### src/rtl/ram_dma_pkg.sv
// Shared types and constants for the RAM block-copy / block-fill engine.
package ram_dma_pkg;

  localparam int ADDR_W_DEF = 15;
  localparam int LEN_W_DEF  = 16;

  typedef enum logic [1:0] {
    ST_IDLE = 2'd0,
    ST_RD   = 2'd1,
    ST_WR   = 2'd2,
    ST_FIN  = 2'd3
  } dma_state_e;

  localparam logic MODE_COPY = 1'b0;
  localparam logic MODE_FILL = 1'b1;

endpackage

### src/rtl/ram_dma_engine_if.sv
// Request/status and RAM bus signals of the DMA engine, bundled with
// master (engine side) and slave (system/RAM side) views.
interface ram_dma_engine_if
  import ram_dma_pkg::*;
#(
  parameter int ADDR_W = ADDR_W_DEF,
  parameter int LEN_W  = LEN_W_DEF
) ();

  logic              start;
  logic              abort;
  logic              mode;
  logic [ADDR_W-1:0] src_addr;
  logic [ADDR_W-1:0] dst_addr;
  logic [LEN_W-1:0]  length;
  logic [7:0]        fill_data;
  logic              busy;
  logic              done;
  logic [ADDR_W-1:0] mem_addr;
  logic [7:0]        mem_wdata;
  logic              mem_we;
  logic              mem_oe;
  logic [7:0]        mem_rdata;

  modport master (
    input  start, abort, mode, src_addr, dst_addr, length, fill_data, mem_rdata,
    output busy, done, mem_addr, mem_wdata, mem_we, mem_oe
  );

  modport slave (
    output start, abort, mode, src_addr, dst_addr, length, fill_data, mem_rdata,
    input  busy, done, mem_addr, mem_wdata, mem_we, mem_oe
  );

endinterface

### src/rtl/ram_dma_engine.sv
// Bus-master DMA engine: forward byte-by-byte RAM-to-RAM copy (2 cycles/byte)
// or constant fill (1 cycle/byte), holding the CPU off through busy.
module ram_dma_engine
  import ram_dma_pkg::*;
#(
  parameter int ADDR_W = ADDR_W_DEF,
  parameter int LEN_W  = LEN_W_DEF
) (
  input logic              clk,
  input logic              rst_n,
  ram_dma_engine_if.master bus
);

  localparam logic [1:0] IDLE = ST_IDLE;
  localparam logic [1:0] RD   = ST_RD;
  localparam logic [1:0] WR   = ST_WR;
  localparam logic [1:0] FIN  = ST_FIN;

  logic [1:0]        state_reg, state_next;
  logic              mode_reg, mode_next;
  logic [ADDR_W-1:0] src_reg, src_next;
  logic [ADDR_W-1:0] dst_reg, dst_next;
  logic [LEN_W-1:0]  count_reg, count_next;
  logic [ADDR_W-1:0] addr_reg, addr_next;
  logic [7:0]        wdata_reg, wdata_next;
  logic              we_reg, we_next;
  logic              oe_reg, oe_next;
  logic              busy_reg, busy_next;
  logic              done_reg, done_next;

  logic [ADDR_W-1:0] src_inc;
  logic [ADDR_W-1:0] dst_inc;
  logic              last_byte;
  logic              accept;

  assign src_inc   = src_reg + ADDR_W'(1);
  assign dst_inc   = dst_reg + ADDR_W'(1);
  assign last_byte = (count_reg == LEN_W'(1));
  assign accept    = bus.start && !bus.abort;

  always_comb begin
    state_next = state_reg;
    mode_next  = mode_reg;
    src_next   = src_reg;
    dst_next   = dst_reg;
    count_next = count_reg;
    addr_next  = addr_reg;
    wdata_next = wdata_reg;
    we_next    = we_reg;
    oe_next    = oe_reg;
    busy_next  = busy_reg;
    done_next  = 1'b0;

    case (state_reg)
      IDLE: begin
        if (accept) begin
          mode_next  = bus.mode;
          src_next   = bus.src_addr;
          dst_next   = bus.dst_addr;
          count_next = bus.length;
          busy_next  = 1'b1;
          if (bus.length == '0) begin
            state_next = FIN;
            done_next  = 1'b1;
          end else if (bus.mode == MODE_FILL) begin
            // The fill byte lives in the write-data register for the whole run.
            state_next = WR;
            addr_next  = bus.dst_addr;
            wdata_next = bus.fill_data;
            we_next    = 1'b1;
          end else begin
            state_next = RD;
            addr_next  = bus.src_addr;
            oe_next    = 1'b1;
          end
        end
      end

      RD: begin
        if (bus.abort) begin
          state_next = IDLE;
          we_next    = 1'b0;
          oe_next    = 1'b0;
          busy_next  = 1'b0;
        end else begin
          state_next = WR;
          wdata_next = bus.mem_rdata;
          addr_next  = dst_reg;
          we_next    = 1'b1;
          oe_next    = 1'b0;
        end
      end

      WR: begin
        // An abort here still lets this cycle's falling-edge write land.
        if (bus.abort) begin
          state_next = IDLE;
          we_next    = 1'b0;
          oe_next    = 1'b0;
          busy_next  = 1'b0;
        end else begin
          count_next = count_reg - LEN_W'(1);
          src_next   = src_inc;
          dst_next   = dst_inc;
          if (last_byte) begin
            state_next = FIN;
            we_next    = 1'b0;
            done_next  = 1'b1;
          end else if (mode_reg == MODE_COPY) begin
            state_next = RD;
            addr_next  = src_inc;
            we_next    = 1'b0;
            oe_next    = 1'b1;
          end else begin
            addr_next  = dst_inc;
          end
        end
      end

      FIN: begin
        state_next = IDLE;
        busy_next  = 1'b0;
      end

      default: begin
        state_next = IDLE;
        we_next    = 1'b0;
        oe_next    = 1'b0;
        busy_next  = 1'b0;
      end
    endcase
  end

  always_ff @(posedge clk or negedge rst_n) begin
    if (!rst_n) begin
      state_reg <= IDLE;
      mode_reg  <= MODE_COPY;
      src_reg   <= '0;
      dst_reg   <= '0;
      count_reg <= '0;
      addr_reg  <= '0;
      wdata_reg <= '0;
      we_reg    <= 1'b0;
      oe_reg    <= 1'b0;
      busy_reg  <= 1'b0;
      done_reg  <= 1'b0;
    end else begin
      state_reg <= state_next;
      mode_reg  <= mode_next;
      src_reg   <= src_next;
      dst_reg   <= dst_next;
      count_reg <= count_next;
      addr_reg  <= addr_next;
      wdata_reg <= wdata_next;
      we_reg    <= we_next;
      oe_reg    <= oe_next;
      busy_reg  <= busy_next;
      done_reg  <= done_next;
    end
  end

  assign bus.busy      = busy_reg;
  assign bus.done      = done_reg;
  assign bus.mem_addr  = addr_reg;
  assign bus.mem_wdata = wdata_reg;
  assign bus.mem_we    = we_reg;
  assign bus.mem_oe    = oe_reg;

endmodule

### src/flat_wrapper.sv
// flat-port wrapper written by rule: the top's interface ports become plain ports
module ram_dma_engine_flat import ram_dma_pkg::*;
#(
  parameter int ADDR_W = ADDR_W_DEF,
  parameter int LEN_W  = LEN_W_DEF
)
  (clk, rst_n, bus_start, bus_abort, bus_mode, bus_src_addr, bus_dst_addr, bus_length, bus_fill_data, bus_mem_rdata, bus_busy, bus_done, bus_mem_addr, bus_mem_wdata, bus_mem_we, bus_mem_oe);
  ram_dma_engine_if #(.ADDR_W(ADDR_W), .LEN_W(LEN_W)) bus_i ();
  input logic clk;
  input logic rst_n;
  input wire logic [$bits(bus_i.start)-1:0] bus_start;
  input wire logic [$bits(bus_i.abort)-1:0] bus_abort;
  input wire logic [$bits(bus_i.mode)-1:0] bus_mode;
  input wire logic [$bits(bus_i.src_addr)-1:0] bus_src_addr;
  input wire logic [$bits(bus_i.dst_addr)-1:0] bus_dst_addr;
  input wire logic [$bits(bus_i.length)-1:0] bus_length;
  input wire logic [$bits(bus_i.fill_data)-1:0] bus_fill_data;
  input wire logic [$bits(bus_i.mem_rdata)-1:0] bus_mem_rdata;
  output wire logic [$bits(bus_i.busy)-1:0] bus_busy;
  output wire logic [$bits(bus_i.done)-1:0] bus_done;
  output wire logic [$bits(bus_i.mem_addr)-1:0] bus_mem_addr;
  output wire logic [$bits(bus_i.mem_wdata)-1:0] bus_mem_wdata;
  output wire logic [$bits(bus_i.mem_we)-1:0] bus_mem_we;
  output wire logic [$bits(bus_i.mem_oe)-1:0] bus_mem_oe;
  assign bus_i.start = bus_start;
  assign bus_i.abort = bus_abort;
  assign bus_i.mode = bus_mode;
  assign bus_i.src_addr = bus_src_addr;
  assign bus_i.dst_addr = bus_dst_addr;
  assign bus_i.length = bus_length;
  assign bus_i.fill_data = bus_fill_data;
  assign bus_i.mem_rdata = bus_mem_rdata;
  assign bus_busy = bus_i.busy;
  assign bus_done = bus_i.done;
  assign bus_mem_addr = bus_i.mem_addr;
  assign bus_mem_wdata = bus_i.mem_wdata;
  assign bus_mem_we = bus_i.mem_we;
  assign bus_mem_oe = bus_i.mem_oe;
  ram_dma_engine #(.ADDR_W(ADDR_W), .LEN_W(LEN_W)) u_core (.clk(clk), .rst_n(rst_n), .bus(bus_i));
endmodule
### config.mk
export PLATFORM = sky130hd
export DESIGN_NAME = ram_dma_engine_flat
export DESIGN_NICKNAME = d
export VERILOG_FILES = /design/src/rtl/ram_dma_pkg.sv /design/src/rtl/ram_dma_engine_if.sv /design/src/rtl/ram_dma_engine.sv /design/src/flat_wrapper.sv
export SDC_FILE = /design/constraint.sdc
export NUM_CORES = 1
export LEC_CHECK = 0
export ABC_AREA = 1
export CAP_MARGIN = 20
export CORE_MARGIN = 2
export CORE_UTILIZATION = 40
export DETAILED_ROUTE_END_ITERATION = 16
export PLACE_DENSITY = 0.66
export SYNTH_ARGS = -nofsm -noshare
export SYNTH_HDL_FRONTEND = slang
export SYNTH_SLANG_ARGS = --single-unit
### constraint.sdc
create_clock -name clk -period 4.7 [get_ports clk]
set_input_delay 0.94 -clock clk [delete_from_list [all_inputs] [get_ports clk]]
set_output_delay 0.94 -clock clk [all_outputs]
set_load 0.1 [all_outputs]
==> metrics.md <==
| Metric | Value |
|---|---|
| Post-CTS sizing | `0` |
| Logic pwr share | `63.4%` |
| Clock Skew | `0.00743 ns` |
| Crit path depth | `8` |
| Average cell area after synthesis | `6.83 um^2` |
| Count of cell types in the netlist | `39` |
| Initial antenna violation count | `0` |
| Sw frac | `55.6%` |
| Yosys warns | `0` |
| Worst-margin pin slew | `0.985 ns` |
| # H-tree levels | `3` |
| Critical path capture point type | `flop` |
| Detailed-route wire length per cell | `15.6 um` |
| Synth Register Bits | `76` |
| Die span in y | `119 um` |
| RR Startpoint | `u_core.state_reg[0]$_DFFE_PN0P_` |
| Most common cell in the netlist | `nand2_1` |
| Outcome | `finished clean` |
| Clock sink total | `76` |
| Routed wl met3 | `1.16 mm` |
| PwrDens | `821 nW/um^2` |
| IO buf count | `93` |
| Min-delay src | `u_core.bus.mem_addr[3]$_DFFE_PN0P_` |
| Worst reg-to-reg path cell count | `7` |
| Storage cell area | `1900 um^2` |
| Bufs and invs on worst path | `2` |
| Vias | `5,643` |
| Post-layout net count | `923` |
| First-pass GRT wire length | `26.5 mm` |
| Clock Latency Late Sink | `0.34 ns` |
| Wl on met1 | `6.65 mm` |
| Critical Path Source Type | `input port` |
| Max Fclk | `356 MHz` |
| Asr flop ratio synth | `100%` |
| Worst path slowest cell | `clkdlybuf4s50_1` |
| Area of the die | `14,100 um^2` |
| Most used cell, CP | `nand2_1` |
| Crit path from | `bus_mode` |
| Post-synth EDFFs | `0` |
| Crit path max fanout | `21` |
| Clk slew on worst S/H paths | `0.06 ns` |
| Drt initial violations | `491` |
| Cts hold-fix bufs | `0` |
| # Post-CTS Setup Buffers | `0` |
| TritonCTS Buffers | `9` |
| Total grt overflow | `0` |
| Period minus WS final | `2.81 ns` |
| Vias in the first global route | `5,580` |
| Period Utilization, post-route | `59.8%` |
| Post-synth net total | `850` |
| ANT nets after route | `0` |
| Setup TNS | `0 ns` |
| Area of the multi-input gates | `2960 um^2` |
| Vias per inst | `5.52` |
| Root Buffer | `clkbuf_16` |
| Cell family with most CP delay | `buffers and inverters` |
| Pint | `2400 uW` |
| Highest routed layer | `met4` |
| GRT Util Overall | `23.2%` |
| Worst hold path class | `reg2reg` |
| Post-synth top area share | `36.1%` |
| Max Root-Sink Buffers | `2` |
| DRC | `0` |
| CP cell instances | `clkdlybuf4s50_1 > inv_1 > nand2_1 > nand2_1 > a21oi_1 > nor2_2 > nand2_1 > nand2_1` |
| First-pass DRT Iterations | `5` |
| Core ar. | `12,700 um^2` |
| Share of cells above drive strength 1 | `4.59%` |
| Max Cap Violations | `0` |
| P_leak | `0.00289 uW` |
| Yosys top cell by area | `dfrtp_1` |
| Synth Flop Type | `dfrtp_1` |
| Clock network fraction of design power | `12.4%` |
| ANT cells | `0` |
| Seq/Total Area, Yosys | `36.1%` |
| Largest cells by area after synthesis | `dfrtp_1, nand2_1, nand3_1` |
| Max_slew headroom | `34.1%` |
| Post-DP HPWL | `11.3 mm` |
| Register share of total power | `24.2%` |
| R2R Setup Slk | `1.96 ns` |
| Post-Syn Area | `5280 um^2` |
| Die W | `119 um` |
| Switch Pwr | `3000 uW` |
| Hold depth | `2` |
| Max reg flops | `16` |
| WHS | `0.483 ns` |
| Placer's final routability congestion estimate | `0.915` |
| Cells after synthesis | `772` |
| Area delta synth->final | `24.8%` |
| Worst EP arrival | `3.04 ns` |
| Top cells by count, synth | `nand2_1, nand3_1, o21ai_0` |
| Final hold vios | `0` |
| RSZ-0062 raised after global routing | `false` |
| Num rows | `41` |
| WL final | `15.9 mm` |
| Fin. max-slew vios | `0` |
| # setup viols final | `0` |
| # fillers | `1,295` |
| Setup CP Type | `in2reg` |
| CTS tree | `built` |
| Peak supply drop | `461 uV` |
| Design Power | `5400 uW` |
| Largest net degree at the start of global routing | `77` |
| Initial core utilization | `41.5%` |
| Required time of the critical path | `4.93 ns` |
| Met2 wire length | `7.60 mm` |
| Slowest Stage Delay on Critical Path | `1.04 ns` |
| Ports | `94` |
cell usage in the layout (no fill, tap or decap), types with 8 or more instances in the layout:
| master | count |
|---|---|
| nand2_1 | 212 |
| nand3_1 | 95 |
| clkdlybuf4s50_1 | 92 |
| o21ai_0 | 78 |
| dfrtp_1 | 76 |
| nor2_1 | 68 |
| inv_1 | 60 |
| a21oi_1 | 41 |
| o211ai_1 | 15 |
| nand4_1 | 12 |
| ha_1 | 10 |
| o22ai_1 | 9 |
| clkbuf_16 | 9 |
| mux2i_1 | 8 |
power groups by stage:
stage | Sequential (uW) | Clock, uW | Combinational (uW)
3_3_place_gp | 1300 | 0 | 3340
6_report | 1310 | 671 | 3420
5_1_grt | 1350 | 713 | 3800
4_1_cts | 1310 | 688 | 3420
3_5_place_dp | 1310 | 0 | 3410
2_1_floorplan | 2010 | 0 | 1920
final cells by class:
type	count	area share [%]
clock inverters	1	0.0760
flip-flops and latches	76	28.9
repair buffers	98	15.0
multi-input cells	596	44.9
clock buffers	15	4.22
inverters	64	3.65
well taps	172	3.27
per-stage QoR:
| stage | setup slack [ns] | utilization, % | std cells | area [um^2] |
|---|---|---|---|---|
| after floorplan | 2.75 | - | 772 | 5280 |
| after global placement | 1.66 | 49.3 | 1005 | 6270 |
| after detailed placement | 1.60 | 49.3 | 1005 | 6270 |
| after CTS | 1.89 | 51.5 | 1021 | 6550 |
| after global routing | 1.66 | 51.7 | 1022 | 6580 |
| final | 1.89 | 51.7 | 1022 | 6580 |
metal layers:
| layer | global-route usage (%) | vias to the layer above |
|---|---|---|
| met1 | 28.6 | 2618 |
| met2 | 38.8 | 252 |
| met5 | 0 | - |
| met4 | 8.93 | 0 |
| met3 | 5.99 | 39 |
| li1 | - | 2734 |
worst paths after layout:
kind / end
worst min-delay path: u_core.bus.mem_addr[3]$_DFFE_PN0P_
worst min register to register: u_core.bus.mem_addr[3]$_DFFE_PN0P_
max in group asynchronous: u_core.bus.mem_wdata[6]$_DFFE_PN0P_
min in group asynchronous: u_core.src_reg[10]$_DFFE_PN0P_
worst max-delay path: u_core.bus.mem_addr[11]$_DFFE_PN0P_
worst max register to register: u_core.dst_reg[12]$_DFFE_PN0P_
worst min-delay path, cell delays in order, from the launching register on:
cell and delay (ns):
dfrtp_1 0.34, nand2_1 0.06, nand2_1 0.06
logic make-up (layout without fill, tap and decap cells):
| family | count (synthesis) | after routing | synth area share, % |
|---|---|---|---|
| AND/OR/NAND/NOR | 405 | 405 | 33.2 |
| AO/OA/AOI/OAI | 163 | 163 | 17.1 |
| buffers and inverters | 100 | 178 | 7.97 |
| flip-flops | 76 | 76 | 36.1 |
| adder cells (fa/ha/maj) | 11 | 11 | 2.61 |
| multiplexers | 9 | 9 | 1.73 |
| XOR/XNOR | 8 | 8 | 1.33 |
(Power assumes the default switching activity.)
